File: src/rtl/song_reader_pkg.sv
// Shared definitions for the song reader: default field widths and the sequencer state encoding.
// The ROM word is {note, duration}; a zero duration marks the end of a song.
package song_reader_pkg;

  localparam int SONG_BITS_DEF      = 2;
  localparam int NOTE_ADDR_BITS_DEF = 5;
  localparam int NOTE_BITS_DEF      = 6;
  localparam int DUR_BITS_DEF       = 6;

  typedef enum logic [2:0] {
    S_IDLE      = 3'd0,
    S_FETCH     = 3'd1,
    S_WAIT_ROM  = 3'd2,
    S_NEXT_NOTE = 3'd3,
    S_WAIT_NOTE = 3'd4,
    S_DONE      = 3'd5
  } state_t;

endpackage

File: src/rtl/song_reader_note_index_counter.sv
// Note index up-counter with synchronous clear (priority) and enable.
// terminal_o flags the last addressable note so the sequencer can end the song instead of wrapping.
module note_index_counter #(
  parameter int WIDTH = 5
) (
  input  logic             clk,
  input  logic             reset_n,
  input  logic             clear_i,
  input  logic             enable_i,
  output logic [WIDTH-1:0] count_o,
  output logic             terminal_o
);

  logic [WIDTH-1:0] count_q, count_d;

  // NOTE: every always_comb output gets a default first, so no path leaves it unassigned (no latch).
  always_comb begin
    count_d = count_q;
    if (clear_i)       count_d = '0;
    else if (enable_i) count_d = count_q + 1'b1;
  end

  // NOTE: clocked state uses non-blocking assignments so all registers update together at the edge.
  always_ff @(posedge clk or negedge reset_n) begin
    if (!reset_n) count_q <= '0;
    else          count_q <= count_d;
  end

  assign count_o    = count_q;
  assign terminal_o = &count_q;

endmodule

File: src/rtl/song_reader.sv
// Walks one song's note list in a synchronous ROM and hands notes to note_player one at a time
// (new_note / note_done handshake), pulsing song_done once at the end of the song.
module song_reader
  import song_reader_pkg::*;
#(
  parameter int SONG_BITS      = SONG_BITS_DEF,
  parameter int NOTE_ADDR_BITS = NOTE_ADDR_BITS_DEF,
  parameter int NOTE_BITS      = NOTE_BITS_DEF,
  parameter int DUR_BITS       = DUR_BITS_DEF
) (
  input  logic                                clk,
  input  logic                                reset_n,
  input  logic                                play,
  input  logic                                reset_play,
  input  logic [SONG_BITS-1:0]                song,
  input  logic                                note_done,
  output logic [SONG_BITS+NOTE_ADDR_BITS-1:0] rom_addr,
  input  logic [NOTE_BITS+DUR_BITS-1:0]       rom_data,
  output logic [NOTE_BITS-1:0]                note,
  output logic [DUR_BITS-1:0]                 duration,
  output logic                                new_note,
  output logic                                song_done
);

  state_t                    state_q;
  logic [NOTE_BITS-1:0]      note_q;
  logic [DUR_BITS-1:0]       duration_q;
  logic                      new_note_q;
  logic                      song_done_q;
  logic [NOTE_ADDR_BITS-1:0] note_idx;
  logic                      idx_last;
  logic                      idx_advance;
  logic [NOTE_BITS-1:0]      rom_note;
  logic [DUR_BITS-1:0]       rom_dur;

  assign rom_note = rom_data[NOTE_BITS+DUR_BITS-1:DUR_BITS];
  assign rom_dur  = rom_data[DUR_BITS-1:0];

  // The index moves only when a note finishes and it is not the last slot; reset_play clears it.
  assign idx_advance = (state_q == S_WAIT_NOTE) && note_done && !idx_last;

  note_index_counter #(
    .WIDTH (NOTE_ADDR_BITS)
  ) u_note_index_counter (
    .clk        (clk),
    .reset_n    (reset_n),
    .clear_i    (reset_play),
    .enable_i   (idx_advance),
    .count_o    (note_idx),
    .terminal_o (idx_last)
  );

  // Song changes take effect on the address immediately; the sequence position is kept.
  assign rom_addr = {song, note_idx};

  always_ff @(posedge clk or negedge reset_n) begin
    if (!reset_n) begin
      state_q     <= S_IDLE;
      note_q      <= '0;
      duration_q  <= '0;
      new_note_q  <= 1'b0;
      song_done_q <= 1'b0;
    end else if (reset_play) begin
      state_q     <= S_IDLE;
      note_q      <= '0;
      duration_q  <= '0;
      new_note_q  <= 1'b0;
      song_done_q <= 1'b0;
    end else begin
      new_note_q  <= 1'b0;
      song_done_q <= 1'b0;
      case (state_q)
        S_IDLE:      if (play) state_q <= S_FETCH;
        S_FETCH:     state_q <= S_WAIT_ROM;
        S_WAIT_ROM: begin
          // While paused the ROM keeps re-reading the same address, so waiting here is safe.
          if (rom_dur == '0) begin
            state_q     <= S_DONE;
            song_done_q <= 1'b1;
          end else if (play) begin
            state_q    <= S_NEXT_NOTE;
            note_q     <= rom_note;
            duration_q <= rom_dur;
            new_note_q <= 1'b1;
          end
        end
        S_NEXT_NOTE: state_q <= S_WAIT_NOTE;
        S_WAIT_NOTE: begin
          if (note_done) begin
            if (idx_last) begin
              state_q     <= S_DONE;
              song_done_q <= 1'b1;
            end else begin
              state_q <= S_FETCH;
            end
          end
        end
        S_DONE:      state_q <= S_DONE;
        default:     state_q <= S_IDLE;
      endcase
    end
  end

  assign note      = note_q;
  assign duration  = duration_q;
  assign new_note  = new_note_q;
  assign song_done = song_done_q;

endmodule

File: config.mk
export PLATFORM = sky130hd
export DESIGN_NAME = song_reader
export DESIGN_NICKNAME = d
export VERILOG_FILES = /design/src/rtl/song_reader_pkg.sv /design/src/rtl/song_reader_note_index_counter.sv /design/src/rtl/song_reader.sv
export SDC_FILE = /design/constraint.sdc
export NUM_CORES = 1
export LEC_CHECK = 0
export CAP_MARGIN = 0
export CORE_ASPECT_RATIO = 0.6
export CORE_MARGIN = 4
export CORE_UTILIZATION = 45
export DETAILED_ROUTE_END_ITERATION = 10
export PLACE_DENSITY = 0.8
export SYNTH_ARGS = -nofsm -noshare
export SYNTH_HDL_FRONTEND = slang
export SYNTH_SLANG_ARGS = --single-unit
File: constraint.sdc
create_clock -name clk -period 6.24 [get_ports clk]
set_input_delay 1.248 -clock clk [delete_from_list [all_inputs] [get_ports clk]]
set_output_delay 1.248 -clock clk [all_outputs]
set_load 0.02 [all_outputs]
# == Word level (Yosys, flattened, before mapping) ==
# Cells that the tools add are included.
# word_totals
ff_bits,22
latch_bits,0
mem_bits_rw,0
romBits,0
in_bits,19
out_inout_bits,21
word_cells,53
n_memories,0
# classes
addsub,1
mul,0
div,0
magnitude_cmp,0
eq_ne,9
n_shift,0
mux,26
bitwise,0
n_reduce_logical,11
# op_table
cell,n
$mux 6,8
$mux 3,6
$pmux 3 s6,1
$mux 5,2
$mux 1,8
$eq 3x2->1 const B,2
$eq 3x3->1 const B,2
$logic_not 6->1,1
$ne 3x3->1 const B,2
$reduce_and 3->1,2
$reduce_bool 2->1,3
$add 5x1->5 const B,1
$reduce_and 5->1,1
$ne 4x4->1 const B,1
$eq 3x1->1 const B,1
$logic_not 3->1,1
$logic_and 1x1->1,2
$ne 2x2->1 const B,1
$pmux 1 s2,1
$logic_not 1->1,1

# == Longest topological paths before layout ==
# Gate-level depths: netlist (run 1).
# logic_depth
ltp_word,5
mapped_depth,7
ltp_nobuf,6

# == By module ==
# From an unflattened synthesis (run 1), not the netlist that was laid out.
# unflattened
hier_cells,108
hier_area_um2,1198.6
# by_module_without_submodules
mod,n_inst,cells_per_inst,area_per_inst_um2,seq_area_each_um2
song_reader,1,86,922.1,425.4
note_index_counter,1,22,276.5,125.1

# == Worst setup path before layout (run 1) ==
# No wires, ideal clock.
# synth_timing
kind,input to output
startpoint,input port song[0]
endpoint,output port rom_addr[5]
t_arrival_ns,1.382
t_required_ns,4.992
path_slack_ns,3.610
cell_stages,1
n_path_buf,1
path_cell_list,buf_4
# synth_lines
element,line_no,rtl
"start, declared",song_reader.sv:15,"input logic [SONG_BITS-1:0] song,"
"end, declared",song_reader.sv:17,"output logic [SONG_BITS+NOTE_ADDR_BITS-1:0] rom_addr,"
# No word-level cell between the ends.

# == Worst setup path after layout (run 1) ==
# layout_timing
startpoint,input port play
endpoint,"register note_q[3], in the netlist note[3]"
# layout_between
elab_chain_cells,2
# layout_lines
element,line_no,rtl
"start, declared",song_reader.sv:13,"input logic play,"
$reduce_bool 2->1 (no source line),--,
$reduce_and 3->1 (no source line),--,
"end signal, assigned",song_reader.sv:82,note_q <= rom_note;
"end, declared",song_reader.sv:26,logic [NOTE_BITS-1:0] note_q;
# Every way passes these cells.
# A chain may end at the register's enable or synchronous reset.

==> results.tsv, run 1 <==
stage	metric	value	unit
status	status	completed	
yosys	Syn Area/Cell	10.3	sq um
yosys	#FFs+latches synth	22	
setup_path	slowest CP cell	a21oi_1	
drt	vias per cell	5.42	
drt	wire per inst	14.7	um
floorplanning	Die Footprint	3450	sq um
timing	max_slew headroom	19.0	%
yosys	Synth cell types	30	
power_and_ir_drop	switching share of power	24.2	%
yosys	Yosys warnings	0	
yosys	sequential area share after synthesis	47.9	%
yosys	Top FF cell, synth	dfrtp_1	
layout	commonest non-fill, non-tap cell in the layout	clkdlybuf4s50_1	
layout	fillers	169	
power_and_ir_drop	combinational share of power	16.4	%
yosys	Post-Syn Area	1150	sq um
clocking	clk sink count	22	
layout	Final Util	66.8	%
global_route	M2 GR Usage	23.1	%
layout	ANT cells	0	
clocking	hold buffers post-CTS	0	
drt	final wirelength	2520	um
worst_hold_path	worst min path class	flop to flop	
drt	Iter 0 DRT Violations	38	
floorplanning	Die Wd	73.3	um
layout	Net count, final	164	
layout	post-route cell area	1530	sq um
place	port bufs	35	
global_route	GRT Util Overall	16.0	%
power_and_ir_drop	NetSw	68.3	uW
global_route	first-pass GRT wire length	4080	um
floorplanning	# rows	13	
timing	Period Utilization, post-route	51.1	%
place	Final GP Congestion	0.864	
clocking	root buffer cell	clkbuf_8	
floorplanning	Starting Density	50.1	%
global_route	initial antenna violation count	0	
layout	layout cells sized above 1	2.84	%
setup_path	cells along the critical path	clkdlybuf4s50_1, nand4bb_1, a21oi_1, mux2i_1	
yosys	EDFF count, synth	0	
drt	vias post-DR	926	
timing	Fin. Hold Viols	0	
yosys	Mapped Nets	133	
yosys	Mapped Cells	112	
timing	clk_skew	4.86	ps
timing	max-slew violation count	0	
global_route	grt met3 use	5.56	%
setup_path	largest stage delay on the critical path	1030	ps
timing	Setup-failing EPs final	0	
power_and_ir_drop	clock network power share	29.8	%
clocking	Num CTS Buffers	3	
power_and_ir_drop	Peak VDD IR	122	uV
power_and_ir_drop	internal power	214	uW
timing	Fmax achieved	314	MHz
clocking	CTS H-tree lvls	1	
timing	Slew @ Worst Pin	1220	ps
setup_path	Crit Path Category	input pin to flop	
power_and_ir_drop	PwrDens	184	nW/um^2
layout	Layout area overhead	33.3	%
setup_path	worst path required time	6410	ps
layout	commonest non-fill, non-tap cells in the layout	clkdlybuf4s50_1, dfrtp_1, nand2b_1	
timing	final worst setup slack	3050	ps
global_route	largest net degree at the start of global routing	36	
floorplanning	Die Y	47.2	um
place	DP Area	1490	sq um
global_route	M1 GR Usage	23.7	%
power_and_ir_drop	Leak	0.000621	uW
clocking	Resized Gates After CTS	0	
setup_path	Worst Path Buf+Inv	1	
clocking	clock slew at reported path FFs	70	ps
yosys	Post-synth ARST share	100	%
clocking	deepest clock path buffer count	2	
setup_path	Worst setup EP type	flop	
timing	RSZ-0062 raised after global routing	false	
clocking	CTS tree	yes	
drt	Initial DRT Pass Iterations	4	
timing	Final Critical Period	3190	ps
global_route	Top Usage Layer GRT	met1	
clocking	# Post-CTS Setup Buffers	0	
floorplanning	Top Ports	40	
setup_path	crit-path leading delay family	compound AO/OA/AOI/OAI gates	
place	Place WS	2810	ps
clocking	clk_lat worst skew	260	ps
global_route	gr ovfl total	0	
setup_path	startpoint types	input pin	
floorplanning	core area	2290	sq um
global_route	number of global-route vias before repair	875	
flow_run	max cap viols	0	
drt	Final ANT Viol Nets	0	
setup_path	Critical Path AT	3360	ps
setup_path	crit-path max FO	13	
drt	residual DRC count	0	
timing	final setup TNS	0	ps
power_and_ir_drop	sequential fraction of design power	53.8	%
place	dpl hpwl	1900	um
logic make-up after synthesis:
| kind of cell | count (synthesis) | synth area share [%] |
|---|---|---|
| flip-flops | 22 | 47.9 |
| AND/OR/NAND/NOR | 49 | 27.2 |
| multiplexers | 7 | 6.20 |
| buffers and inverters | 10 | 4.35 |
| AO/OA/AOI/OAI | 22 | 12.2 |
| adder cells (fa/ha/maj) | 2 | 2.18 |
worst paths after layout:
check | startpoint | end | slack, ps | cells after the start
worst min-delay path | note[1] | note[1] | 540 | 2
worst min register to register | note[1] | note[1] | 540 | 2
worst max-delay path | play | note[3] | 3050 | 4
max in group asynchronous | reset_n | duration[2] | 4120 | 1
worst max register to register | u_note_index_counter.count_o[0] | u_note_index_counter.count_o[3] | 3950 | 6
min in group asynchronous | reset_n | note[5] | 1520 | 1
cells in the mapped netlist, drive strengths merged (2+ instances only):
library cell / count / area (sq um)
ha: 2 / 25.0
nor2: 3 / 11.3
clkbuf: 6 / 23.8
nor3: 2 / 10.0
o21ai: 3 / 15.0
nand2b: 19 / 119
nor2b: 5 / 31.3
o21bai: 7 / 52.6
a21oi: 7 / 35.0
nor3b: 7 / 52.6
dfrtp: 22 / 551
mux2i: 6 / 60.1
nand3: 5 / 25.0
buf: 3 / 22.5
tightest hold or removal path, cell delays in order, from the launching register on:
cell      delay [ps]
dfrtp_1          380
nand2b_1          70
mux2i_1           60
registers in the layout (all words and copies together) (netlist names):
| register | count |
|---|---|
| state_q | 3 |
| u_note_index_counter.count_o | 5 |
| duration | 6 |
| song_done | 1 |
| note | 6 |
| new_note | 1 |
final cells by class:
cell class                 count  area, sq um  area share (%)
clock buffer                   3         41.3            2.69
inverter                       1         3.75           0.245
multi-input combinational     80          549            35.8
sequential                    22          551            35.9
tap                           30         37.5            2.45
timing repair buffer          35          350            22.9
layer usage:
layer,wire length [um],up-vias
met2,1100,23
met1,1230,446
met5,0,-
li1,-,455
met3,169,2
met4,11,0
power by group through the flow:
stage / combinational, uW / sequential (uW) / clock (uW)
2_1_floorplan: 22.5 / 157 / 0
3_3_place_gp: 45.3 / 154 / 0
3_5_place_dp: 46.4 / 154 / 0
4_1_cts: 46.6 / 152 / 86.9
5_1_grt: 50.2 / 153 / 92.4
6_report: 46.2 / 152 / 84.1
through the flow:
| step | hold WS (ps) | cells | power (uW) |
|---|---|---|---|
| 2_1_floorplan | 502 | 112 | 179 |
| 3_3_place_gp | 524 | 168 | 199 |
| 3_5_place_dp | 529 | 168 | 201 |
| 4_1_cts | 542 | 171 | 285 |
| 5_1_grt | 549 | 171 | 295 |
| 6_report | 540 | 171 | 282 |
Power figures use the tool's default switching activity.
==> run 2, diff against run 1 <==
--- a/config.mk
+++ b/config.mk
@@ -8,9 +8,9 @@
 export CAP_MARGIN = 0
 export CORE_ASPECT_RATIO = 0.6
 export CORE_MARGIN = 4
-export CORE_UTILIZATION = 45
+export CORE_UTILIZATION = 44
 export DETAILED_ROUTE_END_ITERATION = 10
-export PLACE_DENSITY = 0.8
+export PLACE_DENSITY = 0.78
 export SYNTH_ARGS = -nofsm -noshare
 export SYNTH_HDL_FRONTEND = slang
 export SYNTH_SLANG_ARGS = --single-unit
==> constraint.sdc (replaced) <==
create_clock -name clk -period 3 [get_ports clk]
set_input_delay 0.6 -clock clk [delete_from_list [all_inputs] [get_ports clk]]
set_output_delay 0.6 -clock clk [all_outputs]
set_load 0.02 [all_outputs]
==> results.tsv, run 2 (synthesis gave the netlist of run 1 again) <==
stage	metric	value	unit	change
setup_path	Reg2Reg Setup Slack	790	ps	-3160 ps
setup_path	Worst Path Buf+Inv	1		unchanged
timing	final worst setup slack	597	ps	-2450 ps
drt	WL met2	1160	um	+5.2%
floorplanning	Die Footprint	3520	sq um	+2.0%
floorplanning	Top Ports	40		unchanged
clocking	root buffer cell	clkbuf_8		
drt	Iter 0 DRT Violations	56		+47%
global_route	first-pass GRT wire length	4170	um	+2.2%
timing	final setup TNS	0	ps	unchanged
clocking	Resized Gates After CTS	0		unchanged
clocking	clk sink count	22		unchanged
worst_hold_path	hold_sp	note[4]		
setup_path	worst path required time	3110	ps	-3300 ps
place	Place WS	385	ps	-2430 ps
timing	Fin. Hold Viols	0		unchanged
drt	Final ANT Viol Nets	0		unchanged
drt	final wirelength	2580	um	+2.3%
setup_path	startpoint types	input pin		
layout	commonest non-fill, non-tap cell in the layout	clkdlybuf4s50_1		
place	Final GP Congestion	0.684		-21%
global_route	number of global-route vias before repair	957		+9.4%
flow_run	max cap viols	0		unchanged
global_route	largest net degree at the start of global routing	29		-19%
place	port bufs	35		unchanged
power_and_ir_drop	Tot Pwr	625	uW	+120%
layout	commonest non-fill, non-tap cells in the layout	clkdlybuf4s50_1, dfrtp_1, nand2b_1		
status	status	completed		
setup_path	Worst setup EP type	flop		
floorplanning	Die Wd	74.0	um	+1.0%
drt	vias post-DR	930		+0.43%
layout	layout cells sized above 1	5.52	%	+2.7 points
clocking	CTS H-tree lvls	1		unchanged
global_route	GRT Util Overall	15.6	%	-0.39 points
clocking	Num CTS Buffers	3		unchanged
floorplanning	core area	2500	sq um	+9.2%
drt	Initial DRT Pass Iterations	4		unchanged
setup_path	crit-path leading delay family	simple AND/OR/NAND/NOR gates		
clocking	clk_lat worst skew	260	ps	about the same
timing	Fmax achieved	416	MHz	
setup_path	slowest CP cell	nor4_1		
place	dpl hpwl	1930	um	+1.3%
power_and_ir_drop	Leak	0.000642	uW	+3.4%
timing	clk_skew	5.78	ps	+0.915 ps
power_and_ir_drop	PwrDens	398	nW/um^2	+120%
setup_path	R2R cell count	6		unchanged
setup_path	Critical Path AT	2520	ps	-840 ps
setup_path	Crit Path Category	input pin to flop		
worst_hold_path	Endpoint, Worst Hold	note[4]		
clocking	clock slew at reported path FFs	70	ps	about the same
drt	M1 wire length	1240	um	+0.41%
layout	fillers	201		+19%
timing	Setup-failing EPs final	0		unchanged
clocking	deepest clock path buffer count	2		unchanged
timing	Period Utilization, post-route	80.1	%	
timing	RSZ-0062 raised after global routing	false		
drt	wire per inst	14.6	um	-1.2%
floorplanning	Starting Density	45.9	%	-4.2 points
setup_path	crit-path max FO	13		unchanged
clocking	hold buffers post-CTS	0		unchanged
drt	residual DRC count	0		unchanged
global_route	gr ovfl total	0		unchanged
drt	top routing layer used	met4		
layout	Layout area overhead	36.7	%	
global_route	initial antenna violation count	0		unchanged
layout	non-filler cells, final	177		+3.5%
floorplanning	Die Y	47.6	um	+0.94%
clocking	CTS tree	yes		
drt	vias per cell	5.25		-3.0%
setup_path	reg2reg start	u_note_index_counter.count_o[0]		
power_and_ir_drop	Peak VDD IR	217	uV	+77%
drt	routed length on met3	149	um	-12%
setup_path	Worst Setup SP	rom_data[1]		
layout	ANT cells	0		unchanged
layout	Net count, final	167		+1.8%
setup_path	endpoint of the worst register-to-register path	u_note_index_counter.count_o[3]		
timing	max_slew headroom	13.9	%	-5.0 points
timing	Final Critical Period	2400	ps	
clocking	# Post-CTS Setup Buffers	0		unchanged
worst_hold_path	worst min path class	flop to flop		
setup_path	cells along the critical path	clkdlybuf4s50_1, nor4_1, a21oi_1, nor2b_1		
worst_hold_path	Hold Path Depth	2		unchanged
place	DP Cell Count	173		+3.0%
floorplanning	# rows	14		+1
timing	max-slew violation count	0		unchanged
setup_path	largest stage delay on the critical path	630	ps	-400 ps
timing	Slew @ Worst Pin	1290	ps	+75.4 ps
==> run 2: cell types whose count changed in the layout (fill, tap and decap cells not counted), sizes merged <==
| cell | previous run | this run |
|---|---|---|
| clkbuf | 3 | 4 |
| buf | 0 | 3 |
==> run 2: worst max path at each step <==
stage	slack (ps)	endpoint	cells past startpoint
after global placement	400	new_note	4
after global routing	410	new_note	4
final	600	new_note	4
after CTS	640	new_note	4
after floorplan	820	u_note_index_counter.count_o[3]	7
after detailed placement	380	new_note	4
==> run 2: cell type report <==
type	instances	area, sq um	share of cell area, %
multi-input cells	80	549	35.0
flip-flops and latches	22	551	35.0
well taps	32	40.0	2.55
repair buffers	38	373	23.7
clock buffers	4	55.1	3.50
inverters	1	3.75	0.239
==> run 2: report_power, final <==
part           switching (uW)  internal [uW]  leakage [uW]
Sequential               10.4            306      0.000305
Clock                    93.9            117     0.0000288
Combinational            46.3           52.0      0.000309
==> run 2: worst register-to-register path, cell delays in order (launching register included) <==
cell and delay (ps):
dfrtp_1 440, ha_1 240, and3_1 150, ha_1 200, or3b_1 470, or4_1 490, a21oi_1 150
==> run 2: layer usage <==
layer / vias to the layer above / GRT usage, %
li1: 453 / -
met1: 449 / 21.4
met2: 26 / 25.2
met3: 2 / 3.14
met4: 0 / 5.42
met5: - / 0
==> run 2: metrics by stage <==
stage | instance area [sq um] | util [%] | hold slack (ps)
finish | 1570 | 62.7 | 538
global route | 1570 | 62.7 | 571
CTS | 1570 | 62.7 | 546
detailed placement | 1520 | 60.5 | 534
global placement | 1520 | 60.5 | 519
floorplan | 1150 | - | 304
